`config.mk`:
```
export PLATFORM = sky130hd
export DESIGN_NAME = alu_arbiter
export DESIGN_NICKNAME = d
export VERILOG_FILES = /design/src/rtl/alu_arbiter.sv
export SDC_FILE = /design/constraint.sdc
export NUM_CORES = 1
export LEC_CHECK = 0
export ABC_AREA = 1
export CORE_MARGIN = 4
export CORE_UTILIZATION = 30
export CTS_BUF_LIST = sky130_fd_sc_hd__clkbuf_2 sky130_fd_sc_hd__clkbuf_4 sky130_fd_sc_hd__clkbuf_8
export CTS_CLUSTER_SIZE = 12
export DETAILED_ROUTE_END_ITERATION = 10
export HOLD_SLACK_MARGIN = 0.12
export PLACE_DENSITY = 0.68
export SKIP_CTS_REPAIR_TIMING = 1
export SLEW_MARGIN = 20
export SYNTH_ARGS = -nofsm -noshare
export SYNTH_HDL_FRONTEND = slang
export SYNTH_SLANG_ARGS = --single-unit
export TNS_END_PERCENT = 100
```
`constraint.sdc`:
```
create_clock -name clk -period 2.8 [get_ports clk]
set_input_delay 0.28 -clock clk [delete_from_list [all_inputs] [get_ports clk]]
set_output_delay 0.28 -clock clk [all_outputs]
set_load 0.005 [all_outputs]
```
`src/rtl/alu_arbiter.sv`:
```
// Round-robin arbiter/sequencer sharing one registered-output ALU between two requesters.
// Optional back-to-back accept during the response handshake: define ALU_ARB_B2B_EN.
module alu_arbiter #(
    parameter int DATA_W = 32
) (
    input  logic              clk,
    input  logic              rst,

    input  logic              req0_valid,
    output logic              req0_ready,
    input  logic [2:0]        req0_funct3,
    input  logic [6:0]        req0_funct7,
    input  logic [DATA_W-1:0] req0_x,
    input  logic [DATA_W-1:0] req0_y,
    input  logic              req0_sel,

    input  logic              req1_valid,
    output logic              req1_ready,
    input  logic [2:0]        req1_funct3,
    input  logic [6:0]        req1_funct7,
    input  logic [DATA_W-1:0] req1_x,
    input  logic [DATA_W-1:0] req1_y,
    input  logic              req1_sel,

    output logic              rsp_valid,
    input  logic              rsp_ready,
    output logic              rsp_id,
    output logic [DATA_W-1:0] rsp_data,

    output logic [2:0]        alu_funct3,
    output logic [6:0]        alu_funct7,
    output logic [DATA_W-1:0] alu_x,
    output logic [DATA_W-1:0] alu_y,
    output logic              alu_sel,
    input  logic [DATA_W-1:0] alu_out
);

    typedef enum logic [1:0] {
        IDLE,
        ISSUE,
        WAIT,
        RESP
    } state_t;

    state_t state;
    state_t state_next;

    logic last_grant;
    logic grant;
    logic accept_en;
    logic req_fire;
    logic cur_id;

    // With both requesting, serve the one not served last; otherwise whoever is asking.
    always_comb begin
        grant = 1'b0;
        if (req0_valid && req1_valid) begin
            grant = ~last_grant;
        end else if (req1_valid) begin
            grant = 1'b1;
        end
    end

    always_comb begin
        accept_en = 1'b0;
`ifdef ALU_ARB_B2B_EN
        accept_en = rst && ((state == IDLE) || ((state == RESP) && rsp_ready));
`else
        accept_en = rst && (state == IDLE);
`endif
    end

    assign req0_ready = accept_en & req0_valid & ~grant;
    assign req1_ready = accept_en & req1_valid & grant;
    assign req_fire   = req0_ready | req1_ready;

    always_ff @(posedge clk) begin
        if (!rst) begin
            state <= IDLE;
        end else begin
            state <= state_next;
        end
    end

    // A fire in RESP can only happen in the back-to-back build.
    always_comb begin
        state_next = state;
        case (state)
            IDLE: begin
                if (req_fire) begin
                    state_next = ISSUE;
                end
            end
            ISSUE: begin
                state_next = WAIT;
            end
            WAIT: begin
                state_next = RESP;
            end
            RESP: begin
                if (rsp_ready) begin
                    state_next = req_fire ? ISSUE : IDLE;
                end
            end
            default: begin
                state_next = IDLE;
            end
        endcase
    end

    always_ff @(posedge clk) begin
        if (!rst) begin
            alu_funct3 <= '0;
            alu_funct7 <= '0;
            alu_x      <= '0;
            alu_y      <= '0;
            alu_sel    <= 1'b0;
            cur_id     <= 1'b0;
            last_grant <= 1'b1;
        end else if (req_fire) begin
            alu_funct3 <= grant ? req1_funct3 : req0_funct3;
            alu_funct7 <= grant ? req1_funct7 : req0_funct7;
            alu_x      <= grant ? req1_x      : req0_x;
            alu_y      <= grant ? req1_y      : req0_y;
            alu_sel    <= grant ? req1_sel    : req0_sel;
            cur_id     <= grant;
            last_grant <= grant;
        end
    end

    // The ALU result is valid on alu_out during WAIT, one cycle after it sampled alu_*.
    always_ff @(posedge clk) begin
        if (!rst) begin
            rsp_valid <= 1'b0;
            rsp_id    <= 1'b0;
            rsp_data  <= '0;
        end else if (state == WAIT) begin
            rsp_valid <= 1'b1;
            rsp_id    <= cur_id;
            rsp_data  <= alu_out;
        end else if ((state == RESP) && rsp_ready) begin
            rsp_valid <= 1'b0;
        end
    end

endmodule

```
== Word level (Yosys, flattened, before mapping) ==
Index checks and enable logic that the tools add are counted.
Operators by class
  muxes and demuxes: 13
  eq/ne operators: 5
  reductions and logical operators: 6
  bitwise operators: 7
Operators by type and width (number)
  $mux 32: 2
  $pmux 2 s4: 1
  $mux 7: 1
  $mux 1: 6
  $and 1x1->1: 4
  $eq 2x2->1 const B: 2
  $mux 2: 2
  $ne 2x2->1 const B: 2
  $logic_and 1x1->1: 3
  $mux 3: 1
  $eq 2x1->1 const B: 1
  $logic_not 2->1: 1
  $not 1->1: 2
  $reduce_and 2->1: 1
  $reduce_bool 2->1: 1
  $or 1x1->1: 1
Word-level totals
  bits in registers: 113
  output and inout bits: 111
  input bits: 187

== Logic depth before layout (Yosys ltp) ==
Gate-level depths: netlist of the first run.
  depth in word-level cells: 8
  depth in mapped cells: 11
  depth with buffers taken out: 10

== Worst setup path before layout of the first run ==
Ideal clock, no wire load.
  path kind: register to register
  start: register state[0]
  end: register alu_x[0]
  data arrival time: 1.299 ns
  path buffers: 2
  path slack: 1.376 ns
  library setup time: 0.125 ns
  stages on the path, launching flop included: 11
  data required time: 2.675 ns
  path through: dfxtp_1 -> inv_1 -> ha_1 -> nand2_1 -> inv_2 -> nand2_2 -> nand2_4 -> buf_6 -> buf_6 -> o21ai_1 -> a31oi_1
On the way
  word-level cells in the longest chain between the ends: 5
Ends and longest elaborated chain
  start, declared: line 45  | state_t state;
  start signal, assigned: line 81  | state <= state_next;
  $logic_not 2->1 (*): line 69  | accept_en = rst && (state == IDLE);
  $logic_and 1x1->1 (*): line 69
  $and 1x1->1 (on tied branches) (2 in series): line 73, 74
  $or 1x1->1 (*): line 75  | assign req_fire = req0_ready | req1_ready;
  end signal, assigned: line 123  | alu_x <= grant ? req1_x : req0_x;
  end, declared: line 32  | output logic [DATA_W-1:0] alu_x,
Mark *: on every way between the ends. The rest lies on a longest branch, timed or not.
A chain may end at the register's enable or synchronous reset.

== Final worst setup path of the first run ==
  start: register state[0]
  end: output req0_ready
On the way
  word-level cells in the longest chain between the ends: 4
Ends and longest elaborated chain
  $logic_not 2->1: line 69
  $logic_and 1x1->1: line 69
  $and 1x1->1 (2 in series): line 73  | assign req0_ready = accept_en & req0_valid & ~grant;
  end, declared: line 10  | output logic req0_ready,
No other way between the ends.

==> metrics.md, run 1 <==
| Metric | Value |
|---|---|
| CP max-delay cell | clkdlybuf4s50_1 |
| Post-synthesis register bit count | 113 |
| Commonest cells post-synth | dfxtp_1 (113), o21ai_0 (93), nand2_1 (87) |
| Most frequent cell after synthesis | dfxtp_1 |
| Post-route design area | 8140 sq um |
| Post-synth top area share | 48.5% |
| Initial DRC Count | 244 |
| Clock slew at reported path FFs | 0.07 ns |
| R2r setup slk | 0.88 ns |
| Total Routed Length | 17600 microns |
| FILL cells | 1438 |
| Die Area | 17600 sq um |
| Crit-path cells | inv_1 > ha_1 > nand2_1 > inv_2 > nand2_2 > a21oi_1 > clkdlybuf4s50_1 |
| Multi-input gate area | 2100 sq um |
| Routed via count | 5304 |
| CTS tree | yes |
| Final setup TNS | 0 ns |
| Crit path DAT | 1.95 ns |
| Drt pass-1 iters | 5 |
| Post-DP Area | 7700 sq um |
| Unrepaired setup endpoints after global routing | no |
| Slew Viols, Final | 0 |
| Tmin final | 2.23 ns |
| YS warnings | 0 |
| Status | finished clean |
| Cells after Synth | 608 |
| Area taken by flip-flops and latches | 2260 sq um |
| Worst skew pair latency | 0.43 ns |
| DP HPWL | 12100 microns |
| Number of synthesized flops with an enable pin | 0 |
| Crit path capture | req0_ready |
| Synth unique cells | 21 |
| Core area | 15200 sq um |
| Detail Route Antenna Nets | 0 |
| Area of the mapped netlist | 4660 sq um |
| Global-route wire length before repair | 26900 microns |
| Tot Pwr | 6240 uW |
| FP Rows | 45 |
| Largest net degree at the start of global routing | 112 |
| Vias/cell | 4.92 |
| I/O pins | 298 |
| # setup viols final | 0 |
| Nets | 1067 |
| Buffers on Ports | 297 |
| Worst hold path class | in2reg |
| Worst relative slew slack | 31.7% |
| Maxcap violations | 0 |
| Synth area leader | dfxtp_1 |
| Layout cell share with drive strength beyond 1 | 5.63% |
| FMAX | 0.449 GHz |
| Post-synthesis net count | 799 |
| Worst VDD drop | 0.000441 V |
| Final Hold Viols | 0 |
| Pwr/cell area | 767 nW/um^2 |
| Share of the yosys chip area belonging to registers | 48.5% |
| Top_reg_cell synth | dfxtp_1 |
| Crit path kind | reg2out |
| H-tree lvl count | 4 |
| Die Span Y | 133 microns |
| CP Capture Type | primary output |
| GP Congestion | 0.816 |
| Startpoint Class | flip-flop |
| Reg-to-reg endpoint | rsp_data[21] |
| DRC viols | 0 |
| Number of global-route vias before repair | 5008 |
| Cts bufs inserted | 17 |
| Delay of the slowest critical-path stage | 0.52 ns |
| Crit path from | state[0] |
| Crit share post-route | 79.5% |
| R2R depth | 5 |
| Initial Util | 30.7% |
| WL/cell | 16.3 microns |
| CP max FO | 5 |
| Worst Clk Skew | 0.00928 ns |
| Worst Hold Margin | 0.239 ns |
| Dominant cells by area after synthesis | dfxtp_1 (49%), a31oi_1 (10%), o21ai_0 (10%), nand3_1 (8.6%), nand2_1 (7.0%) |
| Syn-to-layout area delta | 74.6% |
| Syn_area_per_cell | 7.67 sq um |
| FFs w/ async S/R, synth | 0% |
| Initial antenna violation count | 4 |
| CTS root buffer | clkbuf_8 |
| CTS Sinks | 113 |
| Die outline width | 133 microns |
| Clock Tree Buf Depth | 2 |
| Total track usage | 19.1% |
| Worst Tran Pin Value | 1.03 ns |
| Grt total ovfl | 0 |
| Leakage | 0.00318 uW |
| Critical path data required time | 2.52 ns |
| RR Startpoint | state[0] |
## layer usage
| metal | track usage (%) | wire (microns) | vias to the layer above | share of wire (%) |
|---|---|---|---|---|
| met5 | 0 | 13 | - | 0.074 |
| met4 | 5.20 | 208 | 2 | 1.2 |
| met3 | 9.43 | 1830 | 14 | 10 |
| met2 | 30.5 | 8270 | 235 | 47 |
| met1 | 22.9 | 7260 | 2383 | 41 |
| li1 | - | - | 2670 | - |
## critical path: cells and delay by family (launching register included)
kind	cells	cell delay, ns
buffers and inverters	3	0.70
AND/OR/NAND/NOR	2	0.16
AO/OA/AOI/OAI	1	0.14
adder cells (fa/ha/maj)	1	0.19
flip-flops	1	0.34
## through the flow
stage	instances	util, %	setup slack (ns)
3_3_place_gp	1045	50.7	0.775
4_1_cts	1076	53.5	0.521
6_report	1079	53.6	0.575
2_1_floorplan	608	-	1.38
3_5_place_dp	1045	50.7	0.726
5_1_grt	1079	53.6	0.415
## worst min path at each step
stage / from / endpoint / cells after the start
6_report: req1_valid / cur_id / 3
3_3_place_gp: rsp_valid / rsp_valid / 2
2_1_floorplan: alu_out[31] / rsp_data[31] / 2
5_1_grt: req1_valid / cur_id / 3
4_1_cts: req1_valid / cur_id / 3
3_5_place_dp: rsp_valid / rsp_valid / 2
## cell usage in the layout (no fill, tap or decap), types with 2 or more instances in the layout
cell type,n
a21oi_1,4
o21ai_0,93
nand3_1,80
buf_2,2
clkdlybuf4s50_1,295
clkbuf_8,19
o21ai_1,15
ha_1,4
clkinv_2,5
a31oi_1,75
buf_12,3
nand2_2,3
bufinv_16,4
diode_2,3
nor2_1,67
dfxtp_1,113
buf_4,8
nand2_1,85
inv_1,5
## power by group
part           total (uW)  internal, uW  switching, uW
sequential           2280          2060            218
combinational        2270          1280            993
clock                1690          1020            672
total                6240          4360           1880
## flip-flops by register name (all words and copies together), names as in the netlist
signal	cells
alu_y	32
alu_x	32
last_grant	1
cur_id	1
rsp_id	1
alu_funct7	7
alu_sel	1
alu_funct3	3
rsp_data	32
rsp_valid	1
state	2
## final cells by class
class | instances | share of cell area [%]
Tap cell | 188 | 2.89
Clock buffer | 20 | 3.30
Multi-Input combinational cell | 429 | 25.8
Clock inverter | 11 | 1.98
Timing Repair Buffer | 308 | 37.9
Antenna cell | 3 | 0.0922
Sequential cell | 113 | 27.8
Inverter | 7 | 0.323
## cells by family (layout without fill, tap and decap cells)
| kind of cell | Yosys count | after routing | share of synthesized area [%] |
|---|---|---|---|
| AND/OR/NAND/NOR | 237 | 237 | 21.6 |
| flip-flops | 113 | 113 | 48.5 |
| AO/OA/AOI/OAI | 188 | 188 | 22.2 |
| other | 0 | 3 | 0 |
| buffers and inverters | 66 | 346 | 6.60 |
| adder cells (fa/ha/maj) | 4 | 4 | 1.07 |
(Power assumes the default switching activity.)
==> run 2, diff against run 1 <==
- clock period: 2.8 -> 2.1 ns (I/O delays scaled with it)
==> run 2 against run 1 <==
Compared with the run above:
- total power increased by 30%
- non-clock buffer count is 2 higher
- setup slack worse by 0.20 ns
- count of clock-buffer cells in the layout grew 3
- sequential share of layout area hardly changed
- final area grew 0.26%
- die area stayed put
- routed wire length is 0.27% higher
- clock power rose by 18%
- sequential power up 34%
- highest routed layer is now met4
- register-to-register slack got worse by 0.45 ns
- worst hold slack worse by 0.063 ns
==> metrics.md, run 2 (synthesis gave the netlist of run 1 again) <==
| Metric | Value |
|---|---|
| Tmin final | 1.72 ns |
| Cts bufs inserted | 17 (unchanged) |
| Buffers on Ports | 297 (unchanged) |
| Worst VDD drop | 0.000539 V (+22%) |
| Most frequent cells in the layout | clkdlybuf4s50_1 (293), dfxtp_1 (111), o21ai_0 (93), nand2_1 (85), nand3_1 (80) |
| Biggest regs | alu_x: 32 flops, alu_y: 32 flops, rsp_data: 32 flops |
| Crit path kind | reg2out |
| Critical path data required time | 1.89 ns (-0.63 ns) |
| CTS Sinks | 113 (unchanged) |
| Detail Route Antenna Nets | 0 (unchanged) |
| Clock Tree Buf Depth | 2 (unchanged) |
| Crit path from | state[0] |
| Global-route wire length before repair | 27300 microns (+1.7%) |
| Ant diodes | 0 (-3) |
| CP max FO | 5 (unchanged) |
| Layout cell share with drive strength beyond 1 | 6.40% (+0.77 points) |
| Largest net degree at the start of global routing | 112 (unchanged) |
| Routed via count | 5274 (-0.57%) |
| Hold_sp | req1_valid |
| Initial Util | 30.7% (unchanged) |
| Unrepaired setup endpoints after global routing | no |
| Startpoint Class | flip-flop |
| CP Capture Type | primary output |
| Tot Pwr | 8140 uW (+30%) |
| Pwr/cell area | 998 nW/um^2 (+30%) |
| Worst Clk Skew | 0.0104 ns (+0.00109 ns) |
| Crit path DAT | 1.51 ns (-0.44 ns) |
| Number of global-route vias before repair | 4981 (-0.54%) |
| Maxcap violations | 0 (unchanged) |
| Worst relative slew slack | 63.4% (+32 points) |
| Syn-to-layout area delta | 75.1% |
| I/O pins | 298 (unchanged) |
| Initial antenna violation count | 0 (-4) |
| Die Area | 17600 sq um (unchanged) |
| Die outline width | 133 microns (unchanged) |
| CTS tree | yes |
| Worst Hold Margin | 0.177 ns (-0.0626 ns) |
| Clock slew at reported path FFs | 0.07 ns (about the same) |
| Nets | 1069 (+0.19%) |
| Final setup TNS | 0 ns (unchanged) |
| Inst Count DP | 1047 (+0.19%) |
| RR Startpoint | state[0] |
| Total track usage | 19.3% (+0.19 points) |
| FP Rows | 45 (unchanged) |
| Worst Tran Pin Value | 0.546 ns (-0.479 ns) |
| FMAX | 0.580 GHz |
| Vias/cell | 4.89 (-0.47%) |
| Total Routed Length | 17600 microns (+0.27%) |
| Setup WS post-layout | 0.376 ns (-0.198 ns) |
| DRC viols | 0 (unchanged) |
| # setup viols final | 0 (unchanged) |
| Leakage | 0.00321 uW (+0.74%) |
| Status | finished clean |
| Die Span Y | 133 microns (unchanged) |
| Grt total ovfl | 0 (unchanged) |
| WL/cell | 16.4 microns (+0.37%) |
| H-tree lvl count | 4 (unchanged) |
| Most common cell after layout, fill and taps aside | clkdlybuf4s50_1 |
| Crit share post-route | 82.1% |
| Setup Slack @ Placement | 0.315 ns (-0.412 ns) |
| Slew Viols, Final | 0 (unchanged) |
| Final Hold Viols | 0 (unchanged) |
| Worst hold path class | in2reg |
| Worst skew pair latency | 0.43 ns (about the same) |
| CTS root buffer | clkbuf_8 |
| Core area | 15200 sq um (unchanged) |
| GP Congestion | 0.784 (-3.9%) |
| Finished Layout Cells | 1078 (-0.093%) |
| Drt pass-1 iters | 4 (-1) |
| DP HPWL | 12100 microns (+0.40%) |
| Initial DRC Count | 237 (-2.9%) |
-- run 2: cell count changes in the layout (fill, tap and decap cells not counted), sizes merged, moves of 3 or more --
cell / previous run / this run
bufinv: 4 / 1
clkbuf: 20 / 23
clkinv: 7 / 4
clkinvlp: 1 / 4
diode: 3 / 0
-- run 2: where the power goes --
part	switching, uW	leakage [uW]	internal, uW
clock	908	0.000189	1100
sequential	292	0.000929	2760
combinational	1350	0.00209	1740
-- run 2: per-layer routing --
metal  share of wire (%)  track usage (%)
met4                 1.5             5.43
met5                   0                0
met2                  47             30.2
met3                  10             8.90
met1                  41             23.9
-- run 2: cell type report --
| class | count | area [sq um] |
|---|---|---|
| Clock buffer | 23 | 310 |
| Clock inverter | 8 | 78.8 |
| Fill cell | 1457 | 7040 |
| Inverter | 7 | 26.3 |
| Multi-Input combinational cell | 429 | 2110 |
| Sequential cell | 113 | 2260 |
| Tap cell | 188 | 235 |
| Timing Repair Buffer | 310 | 3140 |
-- run 2: metrics by stage --
stage	utilization (%)	area [sq um]
5_1_grt	53.7	8160
6_report	53.7	8160
3_5_place_dp	51.0	7760
3_3_place_gp	51.0	7760
4_1_cts	53.6	8150
2_1_floorplan	-	4660
-- run 2: worst paths after layout --
kind,slack (ns),depth (start not counted),endpoint
min reg2reg,0.47,2,rsp_valid
max,0.38,7,req0_ready
max reg2reg,0.43,6,rsp_data[6]
min,0.18,3,cur_id
-- run 2: critical path, stage by stage, from the launching register on --
cell	delay, ns
dfxtp_2	0.34
inv_2	0.08
ha_2	0.18
nand2_1	0.06
inv_2	0.08
nand2_2	0.10
a21oi_1	0.12
dlymetal6s2s_1	0.15
